==> config.mk <==
export PLATFORM = sky130hd
export DESIGN_NAME = difftest_deferred_control_flat
export DESIGN_NICKNAME = d
export VERILOG_FILES = /design/src/rtl/difftest_deferred_control_if.sv /design/src/rtl/difftest_deferred_control.sv /design/src/flat_wrapper.sv
export SDC_FILE = /design/constraint.sdc
export NUM_CORES = 1
export LEC_CHECK = 0
export ABC_AREA = 1
export CORE_UTILIZATION = 45
export CTS_CLUSTER_SIZE = 14
export DETAILED_ROUTE_END_ITERATION = 7
export PLACE_DENSITY = 0.68
export SYNTH_ARGS = -nofsm -noshare
export SYNTH_HDL_FRONTEND = slang
export SYNTH_SLANG_ARGS = --single-unit
==> constraint.sdc <==
create_clock -name clock -period 3.63 [get_ports clock]
set_clock_uncertainty 0.15 [all_clocks]
set_input_delay 0.726 -clock clock [delete_from_list [all_inputs] [get_ports clock]]
set_output_delay 0.726 -clock clock [all_outputs]
set_load 0.005 [all_outputs]
==> src/rtl/difftest_deferred_control_if.sv <==
// Checker-side handshake bundle: deferred step requests out, verdicts back.
// master = the batching controller, slave = the external checker.
interface difftest_deferred_control_if #(
    parameter int ACC_W = 32
);
    logic             req_valid;
    logic [ACC_W-1:0] req_nstep;
    logic             req_ready;
    logic             rsp_valid;
    logic [7:0]       rsp_result;

    modport master (
        output req_valid, req_nstep,
        input  req_ready, rsp_valid, rsp_result
    );

    modport slave (
        input  req_valid, req_nstep,
        output req_ready, rsp_valid, rsp_result
    );
endinterface

==> src/rtl/difftest_deferred_control.sv <==
// Batches commit-step counts into deferred "step N" checker requests and returns the verdict.
// Optional partial-batch idle timeout is enabled with `define DEFERRED_TIMEOUT_EN.
module difftest_deferred_control #(
    parameter int STEP_W      = 8,
    parameter int ACC_W       = 32,
    parameter int BATCH_STEPS = 64,
    parameter int IDLE_CYCLES = 1024
) (
    input  logic                        clock,
    input  logic                        reset,
    input  logic [STEP_W-1:0]           step,
    input  logic                        flush,
    difftest_deferred_control_if.master chk,
    output logic [7:0]                  simv_result
);
    typedef enum logic [1:0] {
        IDLE = 2'd0,
        REQ  = 2'd1,
        WAIT = 2'd2
    } state_t;

    localparam logic [ACC_W-1:0] BATCH_L = ACC_W'(BATCH_STEPS);
    localparam logic [7:0]       CODE_FAIL = 8'd3;

    state_t           state_reg, state_next;
    logic [ACC_W-1:0] acc_reg, acc_next;
    logic             req_valid_reg, req_valid_next;
    logic [ACC_W-1:0] req_nstep_reg, req_nstep_next;
    logic [7:0]       simv_reg, simv_next;
    logic             fail_reg, fail_next;
    logic             issue;
    logic             timeout;

    // Saturating acc + step; this is the value a request would carry this cycle.
    logic [ACC_W:0]   sum_wide;
    logic [ACC_W-1:0] acc_sum;
    assign sum_wide = {1'b0, acc_reg} + {{(ACC_W + 1 - STEP_W){1'b0}}, step};
    assign acc_sum  = sum_wide[ACC_W] ? {ACC_W{1'b1}} : sum_wide[ACC_W-1:0];

`ifdef DEFERRED_TIMEOUT_EN
    localparam int CNT_W = $clog2(IDLE_CYCLES + 1);
    localparam logic [CNT_W-1:0] IDLE_L = CNT_W'(IDLE_CYCLES);

    logic [CNT_W-1:0] idle_cnt_reg, idle_cnt_next;

    assign timeout = (state_reg == IDLE) && (acc_reg != '0) &&
                     ((idle_cnt_reg + 1'b1) == IDLE_L);

    // Counter holds at its limit while requests are suppressed after a FAIL.
    always_comb begin
        idle_cnt_next = idle_cnt_reg;
        if ((state_reg != IDLE) || (acc_reg == '0) || issue) begin
            idle_cnt_next = '0;
        end else if (!timeout) begin
            idle_cnt_next = idle_cnt_reg + 1'b1;
        end
    end

    always_ff @(posedge clock) begin
        if (reset) begin
            idle_cnt_reg <= '0;
        end else begin
            idle_cnt_reg <= idle_cnt_next;
        end
    end
`else
    assign timeout = 1'b0;
`endif

    always_comb begin
        state_next     = state_reg;
        req_valid_next = req_valid_reg;
        req_nstep_next = req_nstep_reg;
        fail_next      = fail_reg;
        simv_next      = fail_reg ? CODE_FAIL : 8'd0;
        issue          = 1'b0;

        case (state_reg)
            IDLE: begin
                if (!fail_reg && ((acc_sum >= BATCH_L) ||
                                  (flush && (acc_sum != '0)) || timeout)) begin
                    issue          = 1'b1;
                    state_next     = REQ;
                    req_valid_next = 1'b1;
                    req_nstep_next = acc_sum;
                end
            end
            REQ: begin
                if (chk.req_ready) begin
                    req_valid_next = 1'b0;
                    state_next     = WAIT;
                end
            end
            WAIT: begin
                if (chk.rsp_valid) begin
                    state_next = IDLE;
                    simv_next  = chk.rsp_result;
                    if (chk.rsp_result == CODE_FAIL) begin
                        fail_next = 1'b1;
                    end
                end
            end
            default: state_next = IDLE;
        endcase

        // Steps of the issue cycle travel with the request, so the batch restarts at zero.
        acc_next = issue ? '0 : acc_sum;
    end

    always_ff @(posedge clock) begin
        if (reset) begin
            state_reg     <= IDLE;
            acc_reg       <= '0;
            req_valid_reg <= 1'b0;
            req_nstep_reg <= '0;
            simv_reg      <= 8'd0;
            fail_reg      <= 1'b0;
        end else begin
            state_reg     <= state_next;
            acc_reg       <= acc_next;
            req_valid_reg <= req_valid_next;
            req_nstep_reg <= req_nstep_next;
            simv_reg      <= simv_next;
            fail_reg      <= fail_next;
        end
    end

    assign chk.req_valid = req_valid_reg;
    assign chk.req_nstep = req_nstep_reg;
    assign simv_result   = simv_reg;
endmodule

==> src/flat_wrapper.sv <==
// flat-port wrapper written by rule: the top's interface ports become plain ports
module difftest_deferred_control_flat 
#(
    parameter int STEP_W      = 8,
    parameter int ACC_W       = 32,
    parameter int BATCH_STEPS = 64,
    parameter int IDLE_CYCLES = 1024
)
  (clock, reset, step, flush, simv_result, chk_req_valid, chk_req_nstep, chk_req_ready, chk_rsp_valid, chk_rsp_result);
  difftest_deferred_control_if #(.ACC_W(ACC_W)) chk_i ();
  input  logic clock;
  input  logic reset;
  input  logic [STEP_W-1:0] step;
  input  logic flush;
  output logic [7:0] simv_result;
  output wire logic [$bits(chk_i.req_valid)-1:0] chk_req_valid;
  output wire logic [$bits(chk_i.req_nstep)-1:0] chk_req_nstep;
  input wire logic [$bits(chk_i.req_ready)-1:0] chk_req_ready;
  input wire logic [$bits(chk_i.rsp_valid)-1:0] chk_rsp_valid;
  input wire logic [$bits(chk_i.rsp_result)-1:0] chk_rsp_result;
  assign chk_req_valid = chk_i.req_valid;
  assign chk_req_nstep = chk_i.req_nstep;
  assign chk_i.req_ready = chk_req_ready;
  assign chk_i.rsp_valid = chk_rsp_valid;
  assign chk_i.rsp_result = chk_rsp_result;
  difftest_deferred_control #(.STEP_W(STEP_W), .ACC_W(ACC_W), .BATCH_STEPS(BATCH_STEPS), .IDLE_CYCLES(IDLE_CYCLES)) u_core (.clock(clock), .reset(reset), .step(step), .flush(flush), .chk(chk_i), .simv_result(simv_result));
endmodule
==> metrics.txt, run 1 <==
required time of the critical path between 3000 and 4000 ps; die width 99.9 um; Ys Warns 0; pwr dens between 400 and 500 nW/um^2; register bit count reported by yosys 76; sequential area share after synthesis between 30% and 40%; synth top area cells dfxtp_1 (35%), nand2_1 (16%), nor2_1 (13%); grt ovf 0; Critical Path AT ~3600 ps; Post-CTS Setup Repair Bufs 0; initial antenna violation count 0; die footprint about 10000 um^2; Fillers approximately 900; LEAKAGE roughly 0.0029 uW; Setup-failing EPs final 0; most frequent cells in the layout nand2_1 (184), nor2_1 (141), inv_1 (88), nand3_1 (86), dfxtp_1 (76); Netlist cell types 32; Root Driver clkbuf_8; Reg clk slew, reported paths 80 ps; Syn-to-layout area delta 33.3%; TNS Setup 0 ps; r2r worst-path depth 18; Die H 99.9 um; WS Path Type in2reg; drt pass-1 iters 4; Post-Synthesis Cells between 600 and 700; most common cell after layout, fill and taps aside nand2_1; Setup crit start kind input port; Vias/cell roughly 4.8; Residual DRC 0; Slowest-stage cell, CP clkdlybuf4s50_1; largest stage delay on the critical path 410 ps; Crit Path Max Fanout 15; Slew Limit Fails 0; syn nets ~730; synthesized area approximately 4300 um^2; Antenna diodes 0; remaining antenna violation count after routing 0; CTS HTree Levels 3; Tcrit/Tclk final a little over nine tenths; GR Util All Layers about a quarter; Hold Path Class reg2reg; largest net degree at the start of global routing 36; share of the synthesized area in the top cell type approximately a third; mean post-synth cell area ~6.2 um^2; clk_lat worst skew about 350 ps; FP Rows 35; sequential cell area between 1500 and 2000 um^2; Core ar. between 9000 and 10000 um^2; Fmax between 0.2 and 0.3 GHz; First DRT Iteration DRCs roughly 250; Starting Density 46.5%; number of global-route vias before repair 4365; CTS tree yes; CP Cell Sequence clkdlybuf4s50_1, ha_2, fa_2, nand3_2, nand3_1, nand3_1, nand2_2, nand4_4, nand2_1, nor2_1, nand2_1, nor2_1, inv_1, nor2_1, nand2_2, nand2_2, nand2_4, buf_12, nor2_1; io pins slightly above 60; Final Hold Fails 0; Port Buffer Count 61; Fin Hold WS about 330 ps; Most Frequent Cell on Critical Path nor2_1; Max Cap Viol 0; TritonCTS Sinks between 70 and 80; RSZ-0062 raised after global routing false; Post-CTS Hold Buffers 0; area of the multi-input gates between 2000 and 2500 um^2; CTS Buf Count 9; largest area contributor in the netlist dfxtp_1; crit path time final about 3400 ps; Post-Route WL ~12000 um; clock tree buffer depth 2; first-pass GRT wire length 20300 um; Layout Nets approximately 850; Max VDD drop a little over 0.0003 V; worst hold stages 2; status finished, final reports clean; routed vias approximately 4500; GPL Wtd Cong 0.877; Setup crit end kind flip-flop; Slew headroom roughly 70%; Slew @ Worst Pin roughly 450 ps; Avg WL per Cell 12.6 um; layout cells sized above 1 16.5%; Final HPWL DP 9380 um
==> Yosys cell counts, drive strengths merged <==
cell / number
fa: 1
o21a: 1
clkbuf: 5
a21oi: 15
dfxtp: 76
nand2: 192
o41ai: 1
nand4: 6
nor3: 6
and2: 1
clkinv: 1
inv: 90
nand3b: 4
o21ai: 2
nand3: 89
xnor2: 1
nor2: 181
ha: 8
xor2: 3
or2: 3
buf: 12
==> per-layer routing <==
layer | track usage [%] | up-vias | routed length [um]
li1 | - | 2387 | -
met5 | 0 | - | 0
met2 | 40.9 | 93 | 5360
met4 | 8.37 | 0 | 141
met3 | 4.04 | 13 | 611
met1 | 36.1 | 2054 | 5880
==> stage by stage <==
stage               cell area, um^2  util, %  total power (uW)  setup slack (ps)  instances
floorplan                      4310        -              1580               467        698
global placement               5490     59.1              2020              -604        932
detailed placement             5490     59.1              2040              -767        932
CTS                            5700     61.4              2700              7.66        949
global route                   5750     61.9              2870              40.2        949
finish                         5750     61.9              2690               189        949
==> area by class of cell <==
class | count | area share (%)
flip-flops and latches | 76 | 26.5
clock buffers | 10 | 2.22
clock inverters | 6 | 1.13
inverters | 91 | 5.94
repair buffers | 122 | 19.2
multi-input cells | 515 | 42.2
well taps | 129 | 2.81
==> worst max-delay path: cells and delay by family <==
| kind | cells | cell delay (ps) |
|---|---|---|
| buffers and inverters | 3 | 640 |
| and+or+nand+nor | 14 | 1640 |
| adders and majority gates | 2 | 570 |
==> cells by family after synthesis <==
group | synth area share, %
XOR/XNOR | 0.812
buffers and inverters | 10.2
flip-flops | 35.3
AO/OA/AOI/OAI | 2.44
AND/OR/NAND/NOR | 48.5
adder cells (fa/ha/maj) | 2.79
==> power by group <==
group | internal (uW) | total (uW) | switching (uW)
registers | 951 | 1020 | 65.2
logic | 492 | 1030 | 542
clock network | 318 | 638 | 321
==> what timing repair did <==
| item | 4_1_cts | 5_1_grt |
|---|---|---|
| cloned | 1 | 0 |
| setup endpoints to repair | 32 | 66 |
| pin swaps | 1 | 1 |
| gates resized for setup | 3 | 15 |
==> final timing paths <==
kind / start / end / slack (ps)
setup / recovery: step[0] / u_core.acc_reg[30] / 190
hold / removal: u_core.chk.req_valid / u_core.chk.req_valid / 330
hold reg to reg: u_core.chk.req_valid / u_core.chk.req_valid / 330
setup reg to reg: u_core.acc_reg[0] / u_core.acc_reg[30] / 690
Note: power is estimated with default switching activity, not from simulation.
==> run 2, diff against run 1 <==
--- a/config.mk
+++ b/config.mk
@@ -7,9 +7,8 @@
 export LEC_CHECK = 0
 export ABC_AREA = 1
 export CORE_UTILIZATION = 45
-export CTS_CLUSTER_SIZE = 14
 export DETAILED_ROUTE_END_ITERATION = 7
-export PLACE_DENSITY = 0.68
+export PLACE_DENSITY_LB_ADDON = 0.15
 export SYNTH_ARGS = -nofsm -noshare
 export SYNTH_HDL_FRONTEND = slang
 export SYNTH_SLANG_ARGS = --single-unit
==> run 2 against run 1 <==
Compared with the run above: non-clock buffer count shrank 5; critical path depth grew 1; cell area shrank 0.15%; via count grew 1.5%; clock power grew 16%; maximum frequency is essentially flat; worst hold slack gained 12 ps; combinational power is essentially flat; sequential share of layout area is essentially flat; core utilization shrank 0.094 points; register-to-register slack is essentially flat; first-iteration DRC count grew 5.9%; critical endpoint is now u_core.acc_reg[6].
==> metrics.txt, run 2 (synthesis results as in run 1) <==
Avg WL per Cell between 10 and 15 um; Fmax 0.290 GHz; pwr dens 484 nW/um^2; Hold Path Class reg2reg; Worst Setup Slack, final 186 ps; drt pass-1 iters 5; Slowest-stage cell, CP clkdlybuf4s50_1; TritonCTS Sinks between 70 and 80; clk_lat worst skew approximately 360 ps; Layout Nets 840; met2 WL about 5300 um; Port Buffer Count between 60 and 70; Core ar. roughly 9300 um^2; Post-Route WL between 10000 and 15000 um; Starting Density between 40% and 50%; die width ~100 um; top sig layer met4; Post-CTS Setup Repair Bufs 0; Setup-failing EPs final 0; Crit Path Max Fanout 15; first-pass GRT wire length ~20000 um; Setup crit end kind flip-flop; most frequent cells in the layout nand2_1 (185), nor2_1 (145), inv_1 (88), nand3_1 (84), dfxtp_1 (76); number of global-route vias before repair 4313; required time of the critical path about 3800 ps; Root Driver clkbuf_8; Cells after DPL 927; First DRT Iteration DRCs about 270; Worst Hold Launch u_core.chk.req_valid; r2r worst-path depth 19; status finished, final reports clean; final non-filler cell total 944; largest stage delay on the critical path 400 ps; grt ovf 0; FP Rows 35; CTS HTree Levels 3; met1 WL 5800 um; Syn-to-layout area delta 33.1%; routed vias about 4600; Slew headroom 71.0%; Final HPWL DP ~9500 um; Tcrit/Tclk final a little over nine tenths; Max Cap Viol 0; Placement Setup Slack -738 ps; Slew Limit Fails 0; CTS Buf Count 9; largest net degree at the start of global routing 36; wire length on met3 around 920 um; Worst path depth 20; launching point of the worst reg2reg path u_core.acc_reg[0]; Slew @ Worst Pin about 430 ps; Most Frequent Cell on Critical Path nand2_2; clock tree buffer depth 2; Reg clk slew, reported paths 80 ps; Setup crit start kind input port; Critical Path AT approximately 3600 ps; TNS Setup 0 ps; crit path time final 3440 ps; Die H roughly 100 um; layout cells sized above 1 15.6%; RSZ-0062 raised after global routing false; worst hold stages 2; remaining antenna violation count after routing 0; initial antenna violation count 0; most common cell after layout, fill and taps aside nand2_1; CP Cell Sequence clkdlybuf4s50_1, ha_1, fa_2, nand3_2, nand3_2, nand2_1, nand2_2, nand3_4, nand2_1, buf_4, o21a_1, nor2_2, buf_4, inv_1, nor2_1, nand2_2, nand2_2, nand2_4, buf_12, nor2_2; CTS tree yes; Buf+Inv Stages, Crit Path 5; Antenna diodes 0; Max VDD drop 0.000354 V; Vias/cell 4.89; WS Path Type in2reg; Crit. Startpoint step[0]; Residual DRC 0; io pins 62; LEAKAGE 0.00285 uW; GPL Wtd Cong approximately 0.9; Final Hold Fails 0; Worst path top cell family by delay simple AND/OR/NAND/NOR gates; GR Util All Layers between 20% and 30%; die footprint 9980 um^2
==> run 2: changes by cell type in the layout (fill, tap and decap cells not counted), moves of 2 or more <==
| cell | change |
|---|---|
| buf_4 | -5 |
| clkinv_4 | -2 |
| nor2_1 | +4 |
| nor2_2 | -3 |
| nand3_1 | -2 |
| inv_6 | +3 |
| clkinv_2 | -2 |
==> run 2: worst paths after layout <==
kind | end | slack [ps]
worst max-delay path | u_core.acc_reg[6] | 190
worst min-delay path | u_core.chk.req_valid | 340
worst max register to register | u_core.acc_reg[6] | 680
worst min register to register | u_core.chk.req_valid | 340
==> run 2: repair_timing <==
item / in CTS / in global routing
endpoints found under the setup margin: 57 / 65
gates cloned: 0 / 1
pin swaps: 0 / 1
hold endpoints to repair: 0 / 0
hold buffers: 0 / 0
resized for setup: 2 / 13
==> run 2: layout make-up <==
| type | count | area, um^2 |
|---|---|---|
| clock inverters | 6 | 93.8 |
| fillers | 887 | 3540 |
| well taps | 129 | 161 |
| inverters | 91 | 342 |
| repair buffers | 117 | 1070 |
| multi-input cells | 515 | 2420 |
| flip-flops and latches | 76 | 1520 |
| clock buffers | 10 | 128 |
==> run 2: metal layers <==
layer,vias up,track usage (%)
met5,-,0
met4,0,8.03
met3,17,5.08
met2,154,41.2
met1,2067,35.3
li1,2376,-
==> run 2: through the flow <==
| step | cell area [um^2] | hold slack [ps] | total power [uW] | util (%) |
|---|---|---|---|---|
| 2_1_floorplan | 4310 | 297 | 1580 | - |
| 6_report | 5740 | 337 | 2780 | 61.8 |
| 4_1_cts | 5680 | 335 | 2770 | 61.2 |
| 5_1_grt | 5740 | 368 | 2960 | 61.8 |
| 3_3_place_gp | 5450 | 308 | 2010 | 58.7 |
| 3_5_place_dp | 5450 | 318 | 2030 | 58.7 |
==> run 2: tightest hold or removal path: stages, from the launching register on <==
cell,delay [ps]
dfxtp_1,320
nand2_1,60
a21oi_1,60
==> run 2: where the power goes <==
part / total [uW] / internal [uW] / switching, uW
combinational: 1030 / 478 / 551
clock: 738 / 395 / 343
sequential: 1010 / 951 / 62.3
==> run 3, diff against run 2 <==
--- a/config.mk
+++ b/config.mk
@@ -9,6 +9,7 @@
 export CORE_UTILIZATION = 45
 export DETAILED_ROUTE_END_ITERATION = 7
 export PLACE_DENSITY_LB_ADDON = 0.15
+export SETUP_SLACK_MARGIN = 0.4
 export SYNTH_ARGS = -nofsm -noshare
 export SYNTH_HDL_FRONTEND = slang
 export SYNTH_SLANG_ARGS = --single-unit
==> run 3 against run 2 <==
Compared with the run above: maximum frequency up 9.1%; clock power about the same; sequential power about the same; setup slack better by 290 ps; cell count up 2.1%; first-iteration DRC count up 33%; non-clock buffer count up 19; critical path depth up 1; total power up 6.8%; wire length up 9.7%; combinational power up 17%.
==> metrics.txt, run 3 (synthesis results as in run 1) <==
FP Rows 35; clk_lat worst skew about 360 ps; routed vias 4838; CTS Buf Count 9; required time of the critical path approximately 3800 ps; Post-CTS Hold Buffers 0; io pins 62; Slew @ Worst Pin roughly 470 ps; first-pass GRT wire length 21900 um; initial antenna violation count 0; status finished, final reports clean; Max VDD drop approximately 0.00034 V; Placed Area approximately 5500 um^2; Setup crit start kind input port; drt pass-1 iters 6; worst hold stages 2; most common cell after layout, fill and taps aside nand2_1; Setup crit end kind flip-flop; Starting Density between 40% and 50%; largest stage delay on the critical path roughly 370 ps; Slew Limit Fails 0; RSZ-0062 raised after global routing false; TritonCTS Sinks 76; layout cells sized above 1 24.3%; Avg WL per Cell 14.0 um; CTS HTree Levels 3; Buf+Inv Stages, Crit Path 6; number of global-route vias before repair about 4600; clock tree buffer depth 2; Layout Nets 860; CP Cell Sequence clkbuf_2, ha_2, fa_2, nand3_2, nand3_4, nand2_2, nand2_4, nand3_4, nand2_4, buf_6, o21a_1, nor2_2, buf_4, inv_1, nor2_1, nand2_2, nand2_4, nand2_8, buf_12, buf_16, nor2_4; Sw Pwr about 1000 uW; Fillers 788; crit path to u_core.acc_reg[3]; Crit Path Max Fanout 7; Slew headroom between 60 and 70%; crit path time final ~3200 ps; die width approximately 100 um; Worst Setup Slack, final approximately 470 ps; CTS tree yes; Hold Path Class reg2reg; Worst path top cell family by delay simple AND/OR/NAND/NOR gates; Setup-failing EPs final 0; Residual DRC 0; Worst path depth 21; die footprint approximately 10000 um^2; Max Cap Viol 0; Most Frequent Cell on Critical Path nand2_4; First DRT Iteration DRCs about 360; sequential cell area 1520 um^2; sequential share of power 34.3%; GR Util All Layers around 28%; Core ar. slightly above 9000 um^2; LEAKAGE around 0.0030 uW; Vias/cell around 5.0; launching point of the worst reg2reg path u_core.acc_reg[0]; area of the multi-input gates between 2000 and 3000 um^2; FF-to-FF setup slack ~600 ps; fin area around 6300 um^2; Tcrit/Tclk final between 80% and 90%; Critical Path AT roughly 3300 ps; power share of the clock group between 20% and 30%; most frequent cells in the layout nand2_1 (163), nor2_1 (129), inv_1 (86), nand3_1 (80), dfxtp_1 (76); Placement Setup Slack -738 ps; Combinational Power Share 40.8%; total power draw 2970 uW; GPL Wtd Cong about 0.9; largest net degree at the start of global routing 36; Antenna diodes 0; Port Buffer Count 61; Slowest-stage cell, CP fa_2; Final Hold Fails 0; Post-Route WL between 10000 and 15000 um; Fmax approximately 0.32 GHz; Final HPWL DP 9530 um; Root Driver clkbuf_8; grt ovf 0; TNS Setup 0 ps; pwr dens between 400 and 500 nW/um^2; Crit. Startpoint step[0]; Reg clk slew, reported paths roughly 90 ps; r2r worst-path depth 20; internal power approximately 1900 uW; WS Path Type in2reg; reg2reg end u_core.acc_reg[3]; remaining antenna violation count after routing 0; Fin Hold WS ~340 ps; Die H between 90 and 100 um; Syn-to-layout area delta 46.0%; fraction of power spent switching nets around a third
-- run 3: changes by cell type in the layout (fill, tap and decap cells not counted), sizes merged --
cell / change
buf: +19
clkdlybuf4s50: -8
dlygate4sd2: +5
clkbuf: +2
dlymetal6s2s: +1
nand4: +1
-- run 3: how the worst min path moves through the flow --
stage                                   from                  endpoint  slack, ps
finish              u_core.chk.req_nstep[27]  u_core.chk.req_nstep[27]        340
global route         u_core.chk.req_nstep[5]   u_core.chk.req_nstep[5]        370
floorplan                    u_core.fail_reg           u_core.fail_reg        300
global placement        u_core.chk.req_valid      u_core.chk.req_valid        310
detailed placement      u_core.chk.req_valid      u_core.chk.req_valid        320
CTS                     u_core.chk.req_valid      u_core.chk.req_valid        330
-- run 3: worst register-to-register path, cell delays in order, from the launching register on --
cell and delay [ps]:
dfxtp_1 310, ha_2 190, fa_2 370, nand3_2 110
nand3_4 100, nand2_2 100, nand2_4 70, nand3_4 110
nand2_4 60, buf_6 120, o21a_1 190, nor2_2 150
buf_4 120, inv_1 30, nor2_1 120, nand2_2 110
nand2_4 110, nand2_8 80, buf_12 150, buf_16 140
nor2_4 90
-- run 3: area by class of cell --
cell class                 count  area share [%]
clock inverter                 6            1.49
multi-input combinational    516            44.1
sequential                    76            24.2
clock buffer                  10            2.03
timing repair buffer         136            20.2
inverter                      91            5.42
tap                          129            2.56
-- run 3: metrics by stage --
| stage | utilization (%) | instances |
|---|---|---|
| after floorplan | - | 698 |
| after global placement | 58.7 | 927 |
| after detailed placement | 58.7 | 927 |
| after CTS | 66.1 | 958 |
| after global routing | 67.8 | 964 |
| final | 67.8 | 964 |
-- run 3: routing by layer --
metal  share of wire (%)  wire length (um)  global-route usage [%]  vias to the layer above
li1                    -                 -                       -                     2422
met1                  46              6190                    37.3                     2244
met2                  46              6240                    46.5                      152
met3                 6.0               802                    5.15                       20
met4                 1.7               226                    9.73                        0
met5                   0                 0                       0                        -
-- run 3: timing repair --
action | CTS | global route
setup buffers | 11 | 6
resized for setup | 74 | 35
setup endpoints to repair | 66 | 66
pin swaps | 26 | 28
cloned | 4 | 0
-- run 3: power groups by stage --
stage	Clock (uW)	Sequential [uW]	Combinational, uW
detailed placement	0	1030	998
global placement	0	1030	982
finish	739	1020	1210
CTS	750	1020	1160
global route	795	1030	1320
floorplan	0	1030	553
